## src/rtl/mips_core_pkg.sv

```systemverilog
// Shared types for the MIPS core memory subsystem: access type, arbiter owner and arbiter state.
package mips_core_pkg;

    typedef enum logic {
        MEM_READ  = 1'b0,
        MEM_WRITE = 1'b1
    } MemAccessType;

    typedef enum logic {
        OWNER_ICACHE = 1'b0,
        OWNER_DCACHE = 1'b1
    } MemOwner;

    typedef enum logic [1:0] {
        ARB_IDLE,
        ARB_ADDR,
        ARB_RDATA,
        ARB_WDATA
    } MemArbState;

    // A single-beat burst still needs one counter bit.
    function automatic int beat_cnt_width(int burst_len);
        return (burst_len > 1) ? $clog2(burst_len) : 1;
    endfunction

endpackage

```

## src/rtl/mem_arb_beat_counter.sv

```systemverilog
// Beat counter for the memory arbiter: clears or increments, flags the final beat of a burst.
module mem_arb_beat_counter
    import mips_core_pkg::*;
#(
    parameter int BURST_LEN = 4
) (
    input  logic clk,
    input  logic rst,
    input  logic clear_i,
    input  logic inc_i,
    output logic terminal_o
);

    localparam int CNT_W = beat_cnt_width(BURST_LEN);
    localparam logic [CNT_W-1:0] LAST_BEAT = CNT_W'(BURST_LEN - 1);

    logic [CNT_W-1:0] cnt_q, cnt_d;

    assign terminal_o = (cnt_q == LAST_BEAT);

    // NOTE: cnt_d gets a default before any branch so no path leaves it unassigned (no latch).
    always_comb begin
        cnt_d = cnt_q;
        if (clear_i) begin
            cnt_d = '0;
        end else if (inc_i) begin
            cnt_d = terminal_o ? '0 : cnt_q + 1'b1;
        end
    end

    // NOTE: state registers use non-blocking assignments so every flop samples pre-edge values.
    always_ff @(posedge clk) begin
        if (rst) begin
            cnt_q <= '0;
        end else begin
            cnt_q <= cnt_d;
        end
    end

endmodule

```

## src/rtl/cache_mem_arbiter.sv

```systemverilog
// Shares one memory port between I-cache refills and D-cache refills/writebacks.
// Define ARB_ROUND_ROBIN_EN for round-robin tie breaking; default is fixed D-cache priority.
module cache_mem_arbiter
    import mips_core_pkg::*;
#(
    parameter int ADDR_WIDTH = 32,
    parameter int DATA_WIDTH = 32,
    parameter int BURST_LEN  = 4
) (
    input  logic                  clk,
    input  logic                  rst,
    input  logic                  i_req_valid,
    output logic                  i_req_ready,
    input  logic [ADDR_WIDTH-1:0] i_req_addr,
    output logic                  i_rd_valid,
    output logic                  i_rd_last,
    input  logic                  d_req_valid,
    output logic                  d_req_ready,
    input  logic [ADDR_WIDTH-1:0] d_req_addr,
    input  logic                  d_req_type,
    input  logic                  d_wr_valid,
    output logic                  d_wr_ready,
    input  logic [DATA_WIDTH-1:0] d_wr_data,
    output logic                  d_rd_valid,
    output logic                  d_rd_last,
    output logic [DATA_WIDTH-1:0] rd_data,
    output logic                  mem_req_valid,
    input  logic                  mem_req_ready,
    output logic [ADDR_WIDTH-1:0] mem_req_addr,
    output logic                  mem_req_type,
    output logic                  mem_wr_valid,
    input  logic                  mem_wr_ready,
    output logic [DATA_WIDTH-1:0] mem_wr_data,
    output logic                  mem_wr_last,
    input  logic                  mem_rd_valid,
    input  logic [DATA_WIDTH-1:0] mem_rd_data,
    output logic                  busy
);

    MemArbState            state_q, state_d;
    MemOwner               owner_q, owner_d;
    MemAccessType          type_q, type_d;
    logic [ADDR_WIDTH-1:0] addr_q, addr_d;
`ifdef ARB_ROUND_ROBIN_EN
    MemOwner               last_owner_q, last_owner_d;
`endif

    MemOwner grant_owner;
    logic    grant_valid;
    logic    cnt_clear, cnt_inc, cnt_terminal;
    logic    wr_hs;

    mem_arb_beat_counter #(.BURST_LEN(BURST_LEN)) u_beat_cnt (
        .clk        (clk),
        .rst        (rst),
        .clear_i    (cnt_clear),
        .inc_i      (cnt_inc),
        .terminal_o (cnt_terminal)
    );

    assign rd_data      = mem_rd_data;
    assign mem_wr_data  = d_wr_data;
    assign mem_req_addr = addr_q;
    assign mem_req_type = type_q;
    assign busy         = (state_q != ARB_IDLE);
    assign wr_hs        = d_wr_valid && mem_wr_ready;

    // No grant while rst is high, so no requester sees a handshake that reset then discards.
    assign grant_valid = (i_req_valid || d_req_valid) && !rst;

    always_comb begin
        grant_owner = OWNER_DCACHE;
        if (i_req_valid && d_req_valid) begin
`ifdef ARB_ROUND_ROBIN_EN
            grant_owner = (last_owner_q == OWNER_DCACHE) ? OWNER_ICACHE : OWNER_DCACHE;
`else
            grant_owner = OWNER_DCACHE;
`endif
        end else if (i_req_valid) begin
            grant_owner = OWNER_ICACHE;
        end
    end

    always_comb begin
        state_d       = state_q;
        owner_d       = owner_q;
        type_d        = type_q;
        addr_d        = addr_q;
`ifdef ARB_ROUND_ROBIN_EN
        last_owner_d  = last_owner_q;
`endif
        i_req_ready   = 1'b0;
        d_req_ready   = 1'b0;
        i_rd_valid    = 1'b0;
        i_rd_last     = 1'b0;
        d_rd_valid    = 1'b0;
        d_rd_last     = 1'b0;
        d_wr_ready    = 1'b0;
        mem_req_valid = 1'b0;
        mem_wr_valid  = 1'b0;
        mem_wr_last   = 1'b0;
        cnt_clear     = 1'b0;
        cnt_inc       = 1'b0;

        case (state_q)
            ARB_IDLE: begin
                cnt_clear = 1'b1;
                if (grant_valid) begin
                    i_req_ready = (grant_owner == OWNER_ICACHE);
                    d_req_ready = (grant_owner == OWNER_DCACHE);
                    owner_d     = grant_owner;
                    addr_d      = (grant_owner == OWNER_DCACHE) ? d_req_addr : i_req_addr;
                    type_d      = (grant_owner == OWNER_DCACHE) ? MemAccessType'(d_req_type)
                                                                : MEM_READ;
`ifdef ARB_ROUND_ROBIN_EN
                    last_owner_d = grant_owner;
`endif
                    state_d     = ARB_ADDR;
                end
            end
            ARB_ADDR: begin
                mem_req_valid = 1'b1;
                if (mem_req_ready) begin
                    state_d = (type_q == MEM_READ) ? ARB_RDATA : ARB_WDATA;
                end
            end
            ARB_RDATA: begin
                i_rd_valid = mem_rd_valid && (owner_q == OWNER_ICACHE);
                d_rd_valid = mem_rd_valid && (owner_q == OWNER_DCACHE);
                i_rd_last  = i_rd_valid && cnt_terminal;
                d_rd_last  = d_rd_valid && cnt_terminal;
                cnt_inc    = mem_rd_valid;
                if (mem_rd_valid && cnt_terminal) begin
                    state_d = ARB_IDLE;
                end
            end
            ARB_WDATA: begin
                mem_wr_valid = d_wr_valid;
                d_wr_ready   = mem_wr_ready;
                mem_wr_last  = d_wr_valid && cnt_terminal;
                cnt_inc      = wr_hs;
                if (wr_hs && cnt_terminal) begin
                    state_d = ARB_IDLE;
                end
            end
            default: state_d = ARB_IDLE;
        endcase
    end

    always_ff @(posedge clk) begin
        if (rst) begin
            state_q      <= ARB_IDLE;
            owner_q      <= OWNER_ICACHE;
            type_q       <= MEM_READ;
            addr_q       <= '0;
`ifdef ARB_ROUND_ROBIN_EN
            last_owner_q <= OWNER_ICACHE;
`endif
        end else begin
            state_q      <= state_d;
            owner_q      <= owner_d;
            type_q       <= type_d;
            addr_q       <= addr_d;
`ifdef ARB_ROUND_ROBIN_EN
            last_owner_q <= last_owner_d;
`endif
        end
    end

endmodule

```

## config.mk

```make
export PLATFORM = sky130hd
export DESIGN_NAME = cache_mem_arbiter
export DESIGN_NICKNAME = d
export VERILOG_FILES = /design/src/rtl/mips_core_pkg.sv /design/src/rtl/mem_arb_beat_counter.sv /design/src/rtl/cache_mem_arbiter.sv
export SDC_FILE = /design/constraint.sdc
export NUM_CORES = 1
export LEC_CHECK = 0
export BUFFER_PORTS_ARGS = -buffer_cell sky130_fd_sc_hd__buf_2
export CORE_AREA = 3 3 93 95
export DETAILED_ROUTE_END_ITERATION = 10
export DIE_AREA = 0 0 96 98
export GPL_TIMING_DRIVEN = 0
export HOLD_SLACK_MARGIN = 0.12
export PLACE_DENSITY = 0.84
export SETUP_SLACK_MARGIN = 0.2
export SYNTH_ARGS = -nofsm -noshare
export SYNTH_HDL_FRONTEND = slang
export SYNTH_SLANG_ARGS = --single-unit
```

## constraint.sdc

```tcl
create_clock -name clk -period 1.21 [get_ports clk]
set_input_delay 0.121 -clock clk [delete_from_list [all_inputs] [get_ports clk]]
set_output_delay 0.121 -clock clk [all_outputs]
set_load 0.01 [all_outputs]
```

==> impl_summary.log, run 1 <==
INFO  metric dpl_cell_area = about 0.0035 mm^2
INFO  metric dp_hpwl = between 6000 and 7000 um
INFO  metric reg2reg_slack = -260 ps
INFO  metric period_needed = between 1500 and 2000 ps
INFO  metric hold_path_depth = 3
INFO  metric cts_num_sinks = 38
INFO  metric arrival = between 1000 and 1500 ps
INFO  metric place_ws = -360 ps
INFO  metric syn_to_final_growth = 99.5%
INFO  metric vias = just over 3000
INFO  metric max_freq = between 600 and 700 MHz
INFO  metric clock_tree.buffer_depth = 2
INFO  metric holdWs = 103 ps
INFO  metric slew_at_the_pin_with_the_worst_max_slew_slack = between 700 and 800 ps
INFO  metric clock_tree.root_cell = clkbuf_8
INFO  metric floorplan.initialDensity = between 30% and 40%
INFO  metric grt_util_met3 = approximately 4.2%
INFO  metric drt_drc_violations_left = 0
INFO  metric worst_slack = -294 ps
INFO  metric multi_input_comb_area = approximately 0.0013 mm^2
INFO  metric number_of_antenna_violations_at_the_first_check_in_global_routing = 0
INFO  metric setup_repair_after_global_routing_missed_its_margin = yes
INFO  metric synth.yosys.seq_area_share = 32.2%
INFO  metric detailedRoute.firstPassIterationCount = 5
INFO  metric critical_path_end = d_rd_last
INFO  metric dr.first_iter.drc_count = 67
INFO  metric syn_inst = 275
INFO  metric drive_gt1_share = between 60 and 70%
INFO  metric crit_path_class = flip-flop to primary output
INFO  metric critical-path-slowest-cell = dfxtp_2
INFO  metric r2r-end = mem_req_addr[24]$_SDFFE_PP0P_
INFO  metric cp-start-kind = flip-flop
INFO  metric crit_top_cell = buf_6
INFO  metric irDropWorstVdd = between 0.5 and 0.6 mV
INFO  metric fillerInstances = 630
INFO  metric num_rows = 32
INFO  metric avgSynthCellArea = ~8.6 um^2
INFO  metric grtUsageMet1 = roughly a fifth
INFO  metric global_route.usage.met2 = between 30 and 40%
INFO  metric finalWirelength = ~11000 um
INFO  metric required = between 1000 and 1500 ps
INFO  metric grtUsageTotal = around a fifth
INFO  metric ant_nets = 0
INFO  metric timing.hold.worst.class = input pin to flip-flop
INFO  metric portBuffers = between 150 and 200
INFO  metric gp_congestion = 0.871
INFO  metric run_status = finished, violations left
INFO  metric core_area = 0.00781 mm^2
INFO  metric yosysWarningCount = 0
INFO  metric ys_types = 33
INFO  metric worst_setup_hold_path_clk_slew = around 90 ps
INFO  metric rr_startpoint = state_q[1]$_SDFFE_PP0P_
INFO  metric crit_path_max_fanout = 5
INFO  metric finalClockSkew = roughly 11 ps
INFO  metric leakage = roughly 2.2 nW
INFO  metric die_height = around 100 um
INFO  metric r2r.worst_path.cells = 5
INFO  metric max_slew_margin = a little under 50%
INFO  metric floorplan.die_area = between 0.009 and 0.01 mm^2
INFO  metric critPathMaxStageDelay = 320 ps
INFO  metric syn_area = 0.00237 mm^2
INFO  metric grt_start_max_net_pins = 13
INFO  metric globalRouteOverflowTotal = 0
INFO  metric post-route-period-util = 124%
INFO  metric route.detailed.vias_per_inst = slightly below 5
INFO  metric drv.max_cap_violation_count = 0
INFO  metric cts_inserted_buffers = 5
INFO  metric final-seq-area = slightly below 800 um^2
INFO  metric setup_violations = around 50
INFO  metric top_usage_layer = met2
INFO  metric post_drt_wl_per_cell = 16.4 um
INFO  metric grt_pass1_wl = 14600 um
INFO  metric first_global_vias = roughly 3000
INFO  metric synth.ff_latch_count = 38
INFO  metric final_design_area_excluding_fillers = about 0.0047 mm^2
INFO  metric finalHoldViolations = 0
INFO  metric total_inserted_antenna_cells = 0
INFO  metric cts_tree = built
INFO  metric failed_checks = setup timing
INFO  metric cts.htree.levels = 2
INFO  metric ios = about 250
INFO  metric powerDensity = 1210 mW/mm^2
INFO  metric mappedNetlistNets = 413
INFO  metric maxSlewViolCount = 0
INFO  metric die_w = approximately 96 um
INFO  metric clock_latency = 300 ps
INFO  metric cp-startpoint = state_q[0]$_SDFFE_PP0P_
INFO  metric timing.critical_path.cells = buf_6 > buf_6 > nor2b_4 > and3_4 > and2_4 > buf_6
INFO  metric final_nets = 676
INFO  metric worst_setup_path_end_kind = primary output
[state kept, by name, indices dropped and copies added, names as in the netlist]
signal and cells:
state_q 2, u_beat_cnt.cnt_q 2, owner_q 1, mem_req_type 1, mem_req_addr 32
[power breakdown]
| group | switching [mW] | internal (mW) | leakage (nW) | total [mW] |
|---|---|---|---|---|
| sequential | 0.143 | 1.47 | 0.314 | 1.61 |
| combinational | 1.47 | 1.69 | 1.86 | 3.17 |
| clock | 0.493 | 0.461 | 0.0515 | 0.953 |
[timing repair]
action | CTS | global route
gates cloned | 4 | 0
setup endpoints to repair | 49 | 49
hold buffers | 46 | 0
pin swaps | 13 | 27
hold endpoints to repair | 26 | 0
buffers inserted | 21 | 6
gates resized for setup | 50 | 45
[critical path: cells and delay by family, from the launching register on]
family | cells | cell delay, ps
simple gates | 3 | 440
buf+inv | 3 | 330
flops | 1 | 320
[final cells by class]
class	count	share of cell area, %
Timing Repair Buffer	256	36.8
Multi-Input combinational cell	145	27.6
Sequential cell	38	16.3
Buffer	87	14.2
Tap cell	102	2.70
Clock buffer	6	1.75
Inverter	5	0.451
Clock inverter	2	0.239
[kinds of logic (layout without fill, tap and decap cells)]
kind of cell | Yosys count | after routing | share of synthesized area, %
simple gates | 33 | 33 | 9.36
flops | 38 | 38 | 32.2
fa+ha+maj | 1 | 1 | 0.529
compound gates | 110 | 110 | 31.0
mux | 1 | 1 | 0.423
buf+inv | 92 | 356 | 26.5
[worst min path at each step]
| stage | from | end | slack [ps] |
|---|---|---|---|
| final | i_req_addr[13] | mem_req_addr[13]$_SDFFE_PP0P_ | 100 |
| after floorplan | d_req_valid | owner_q$_SDFFE_PP0P_ | 260 |
| after detailed placement | i_req_addr[20] | mem_req_addr[20]$_SDFFE_PP0P_ | 400 |
| after CTS | i_req_addr[14] | mem_req_addr[14]$_SDFFE_PP0P_ | 120 |
| after global routing | i_req_addr[13] | mem_req_addr[13]$_SDFFE_PP0P_ | 120 |
| after global placement | i_req_addr[0] | mem_req_addr[0]$_SDFFE_PP0P_ | 390 |
[metal layers]
| layer | vias up | wire length, um |
|---|---|---|
| met3 | 21 | 812 |
| met2 | 167 | 5790 |
| li1 | 1470 | - |
| met4 | 0 | 239 |
| met5 | - | 0 |
| met1 | 1458 | 3670 |
[cell usage after synthesis, drive strengths merged]
| cell type | number | area [um^2] |
|---|---|---|
| nor2 | 4 | 15.0 |
| and4 | 2 | 17.5 |
| a41oi | 1 | 8.76 |
| mux2i | 1 | 10.0 |
| o2111ai | 1 | 8.76 |
| nor2b | 5 | 31.3 |
| nor3b | 1 | 7.51 |
| or3 | 1 | 6.26 |
| and2 | 3 | 18.8 |
| ha | 1 | 12.5 |
| o21a | 1 | 7.51 |
| dfxtp | 38 | 761 |
| buf | 76 | 567 |
| o21bai | 1 | 7.51 |
| o21ai | 5 | 25.0 |
| o31ai | 32 | 240 |
| a21oi | 35 | 175 |
| nor4b | 2 | 47.6 |
| clkbuf | 11 | 42.5 |
| nand4 | 1 | 6.26 |
| nor3 | 1 | 5.00 |
| nand3 | 3 | 15.0 |
| nand2 | 5 | 18.8 |
| a22oi | 32 | 240 |
| nand3b | 1 | 7.51 |
| a221oi | 1 | 8.76 |
| a2111o | 1 | 11.3 |
| inv | 5 | 18.8 |
| and3 | 4 | 25.0 |
[through the flow]
stage / total power, mW / TNS (ps) / util, % / instances
after floorplan: 2.89 / -489 / - / 275
after global placement: 3.59 / -9260 / 44.6 / 556
after detailed placement: 3.63 / -9740 / 44.6 / 556
after CTS: 5.39 / -9740 / 57.2 / 635
after global routing: 6.05 / -12480 / 60.5 / 641
final: 5.73 / -9250 / 60.5 / 641
[cell usage in the layout, fill, tap and decap left out, types with 2 or more instances in the layout]
master and instances:
buf_2 174, and4_1 2, inv_1 4, a22oi_1 11, nand3_1 2, dfxtp_2 3
nor4b_4 2, buf_4 76, dlygate4sd3_1 46, nor2b_1 3, o31ai_1 18, buf_8 3
and2_4 3, clkbuf_1 9, and3_4 4, a21oi_2 3, dfxtp_1 34, inv_4 2
nand2_1 4, a22oi_2 21, nor2_1 3, buf_6 31, o21ai_1 2, a21oi_1 32
clkbuf_8 7, o21ai_2 2, o31ai_4 2, o31ai_2 12
Power figures use the tool's default switching activity.
==> inputs of run 2 (changes only) <==
--- a/config.mk
+++ b/config.mk
@@ -11,7 +11,7 @@
 export DIE_AREA = 0 0 96 98
 export GPL_TIMING_DRIVEN = 0
 export HOLD_SLACK_MARGIN = 0.12
-export PLACE_DENSITY = 0.84
+export PLACE_DENSITY = 0.83
 export SETUP_SLACK_MARGIN = 0.2
 export SYNTH_ARGS = -nofsm -noshare
 export SYNTH_HDL_FRONTEND = slang
==> run 2 against run 1 <==
  * The run still ends with setup timing left
  * Via count is 2.0% lower
  * Setup slack got worse by 7.9 ps
  * Maximum frequency is 0.52% lower
  * Wire length is 4.7% lower
  * Global-route usage fell by 0.84 points
  * Critical path type unchanged
  * First-iteration DRC count increased by 28%
  * Clock power is 11% lower
  * Register-to-register slack lost 40 ps
  * Critical endpoint is now i_req_ready
  * Sequential power hardly changed
==> impl_summary.log, run 2 (same netlist as run 1, synthesis figures left out) <==
INFO  metric period_needed = 1510 ps
INFO  metric worst_setup_hold_path_clk_slew = roughly 80 ps
INFO  metric crit_path_class = flip-flop to primary output
INFO  metric setup_violations = 46
INFO  metric min_to = mem_req_addr[15]$_SDFFE_PP0P_
INFO  metric worst_slack = -302 ps
INFO  metric max_freq = 661 MHz
INFO  metric irDropWorstVdd = approximately 0.47 mV
INFO  metric crit_path_max_fanout = 6
INFO  metric ant_nets = 0
INFO  metric dpl_cell_area = 0.00348 mm^2
INFO  metric most_common_cell_after_layout_fill_and_taps_aside = buf_2
INFO  metric cts_num_sinks = 38
INFO  metric failed_checks = setup timing
INFO  metric core_area = between 0.007 and 0.008 mm^2
INFO  metric syn_to_final_growth = 86.7%
INFO  metric crit_family = simple AND/OR/NAND/NOR gates
INFO  metric final_nets = about 660
INFO  metric r2r.worst_path.cells = 7
INFO  metric leakage = about 2.1 nW
INFO  metric grt_start_max_net_pins = 12
INFO  metric floorplan.die_area = roughly 0.0094 mm^2
INFO  metric largest_reg_flops = 32
INFO  metric crit_top_cell = buf_6
INFO  metric levels_on_crit_path = 5
INFO  metric max_slew_margin = between 50 and 60%
INFO  metric timing.critical_path.buf_inv = 3
INFO  metric rr_startpoint = state_q[0]$_SDFFE_PP0P_
INFO  metric clock_tree.buffer_depth = 2
INFO  metric mostFrequentLayoutCells = 176 x buf_2, 75 x buf_4, 35 x dlygate4sd3_1, 35 x dfxtp_1, 34 x a21oi_1
INFO  metric vias = 3053
INFO  metric setup_repair_after_global_routing_missed_its_margin = yes
INFO  metric first_global_vias = approximately 3200
INFO  metric drt_drc_violations_left = 0
INFO  metric reg2reg_slack = -300 ps
INFO  metric hold_path_depth = 3
INFO  metric total_inserted_antenna_cells = 0
INFO  metric final_design_area_excluding_fillers = roughly 0.0044 mm^2
INFO  metric number_of_antenna_violations_at_the_first_check_in_global_routing = 0
INFO  metric dp_hpwl = between 6000 and 7000 um
INFO  metric drv.max_cap_violation_count = 0
INFO  metric critPathMaxStageDelay = just over 300 ps
INFO  metric cp-start-kind = flip-flop
INFO  metric num_rows = 32
INFO  metric gp_congestion = roughly 0.80
INFO  metric clock_latency = between 200 and 300 ps
INFO  metric powerDensity = around 1200 mW/mm^2
INFO  metric floorplan.initialDensity = 30.3%
INFO  metric die_height = roughly 98 um
INFO  metric finalClockSkew = 7.96 ps
INFO  metric finalHoldViolations = 0
INFO  metric maxSlewViolCount = 0
INFO  metric post-route-period-util = 125%
INFO  metric ios = 245
INFO  metric finalWirelength = between 10000 and 15000 um
INFO  metric cts_inserted_buffers = 5
INFO  metric arrival = around 1400 ps
INFO  metric cts_tree = built
INFO  metric holdWs = 109 ps
INFO  metric dr.first_iter.drc_count = 86
INFO  metric layoutNonFillerInstCount = about 620
INFO  metric detailedRoute.firstPassIterationCount = 4
INFO  metric r2r-end = mem_req_addr[12]$_SDFFE_PP0P_
INFO  metric dp_cells = between 500 and 600
INFO  metric grtUsageTotal = 19.1%
INFO  metric drive_gt1_share = around 64%
INFO  metric final_core_utilization = 56.6%
INFO  metric p_total = about 5.4 mW
INFO  metric cts.htree.levels = 2
INFO  metric clock_tree.root_cell = clkbuf_8
INFO  metric worst_setup_path_end_kind = primary output
INFO  metric portBuffers = between 150 and 200
INFO  metric slew_at_the_pin_with_the_worst_max_slew_slack = 736 ps
INFO  metric timing.hold.worst.class = input pin to flip-flop
INFO  metric critical-path-slowest-cell = dfxtp_1
INFO  metric hold_start = i_req_addr[15]
INFO  metric route.detailed.vias_per_inst = around 4.9
INFO  metric grt_pass1_wl = between 10000 and 15000 um
INFO  metric globalRouteOverflowTotal = 0
INFO  metric timing.critical_path.cells = buf_6 > nor4b_4 > buf_6 > and2_4 > buf_6
INFO  metric run_status = finished, violations left
INFO  metric post_drt_wl_per_cell = 16.2 um
INFO  metric required = 1090 ps
INFO  metric die_w = roughly 96 um
## run 2: layout make-up
cell class,count,area (um^2)
fill,656,3390
tap,102,128
inverter,5,21.3
clock inverter,2,10.0
clock buffer,5,68.8
buffer,87,669
multi-input combinational,145,1220
timing repair buffer,235,1530
sequential,38,769
## run 2: worst max-delay path by stage
stage                                         end                     from  slack (ps)
finish                                i_req_ready  state_q[0]$_SDFFE_PP0P_        -300
global route        mem_req_addr[12]$_SDFFE_PP0P_  state_q[0]$_SDFFE_PP0P_        -360
CTS                                   i_req_ready  state_q[0]$_SDFFE_PP0P_        -320
detailed placement   mem_req_addr[2]$_SDFFE_PP0P_              d_req_valid        -390
global placement                      i_req_ready  state_q[1]$_SDFFE_PP0P_        -370
floorplan           mem_req_addr[10]$_SDFFE_PP0P_  state_q[1]$_SDFFE_PP0P_         -20
## run 2: worst reg2reg max path: stages (launching register included)
cell	delay, ps
dfxtp_1	310
buf_6	130
buf_4	140
nor2_4	110
inv_4	80
bufbuf_16	270
o31ai_2	230
a21oi_1	90
## run 2: power breakdown
group	internal [mW]	switching, mW	total [mW]
Combinational	1.53	1.41	2.94
Clock	0.388	0.462	0.849
Sequential	1.46	0.144	1.61
Total	3.38	2.01	5.39
## run 2: through the flow
stage	worst slack, ps	TNS (ps)
finish	-302	-9260
global placement	-369	-10450
detailed placement	-393	-12860
global route	-358	-11980
floorplan	-21.2	-489
CTS	-318	-9260
## run 2: routing by layer
layer	GRT usage, %	up-vias	routed length (um)	part of all wire, %
met5	0	-	0	0
met4	6.67	0	214	2.1
met3	4.55	19	830	8.3
met2	36.9	186	5430	54
met1	19.2	1416	3540	35
li1	-	1432	-	-
## run 2: repair_timing
item | CTS | global route
endpoints found under the hold margin | 27 | 0
buffers inserted | 14 | 3
pin swaps | 10 | 6
resized for setup | 33 | 33
cloned | 2 | 2
hold buffers | 35 | 0
setup endpoints to repair | 49 | 49
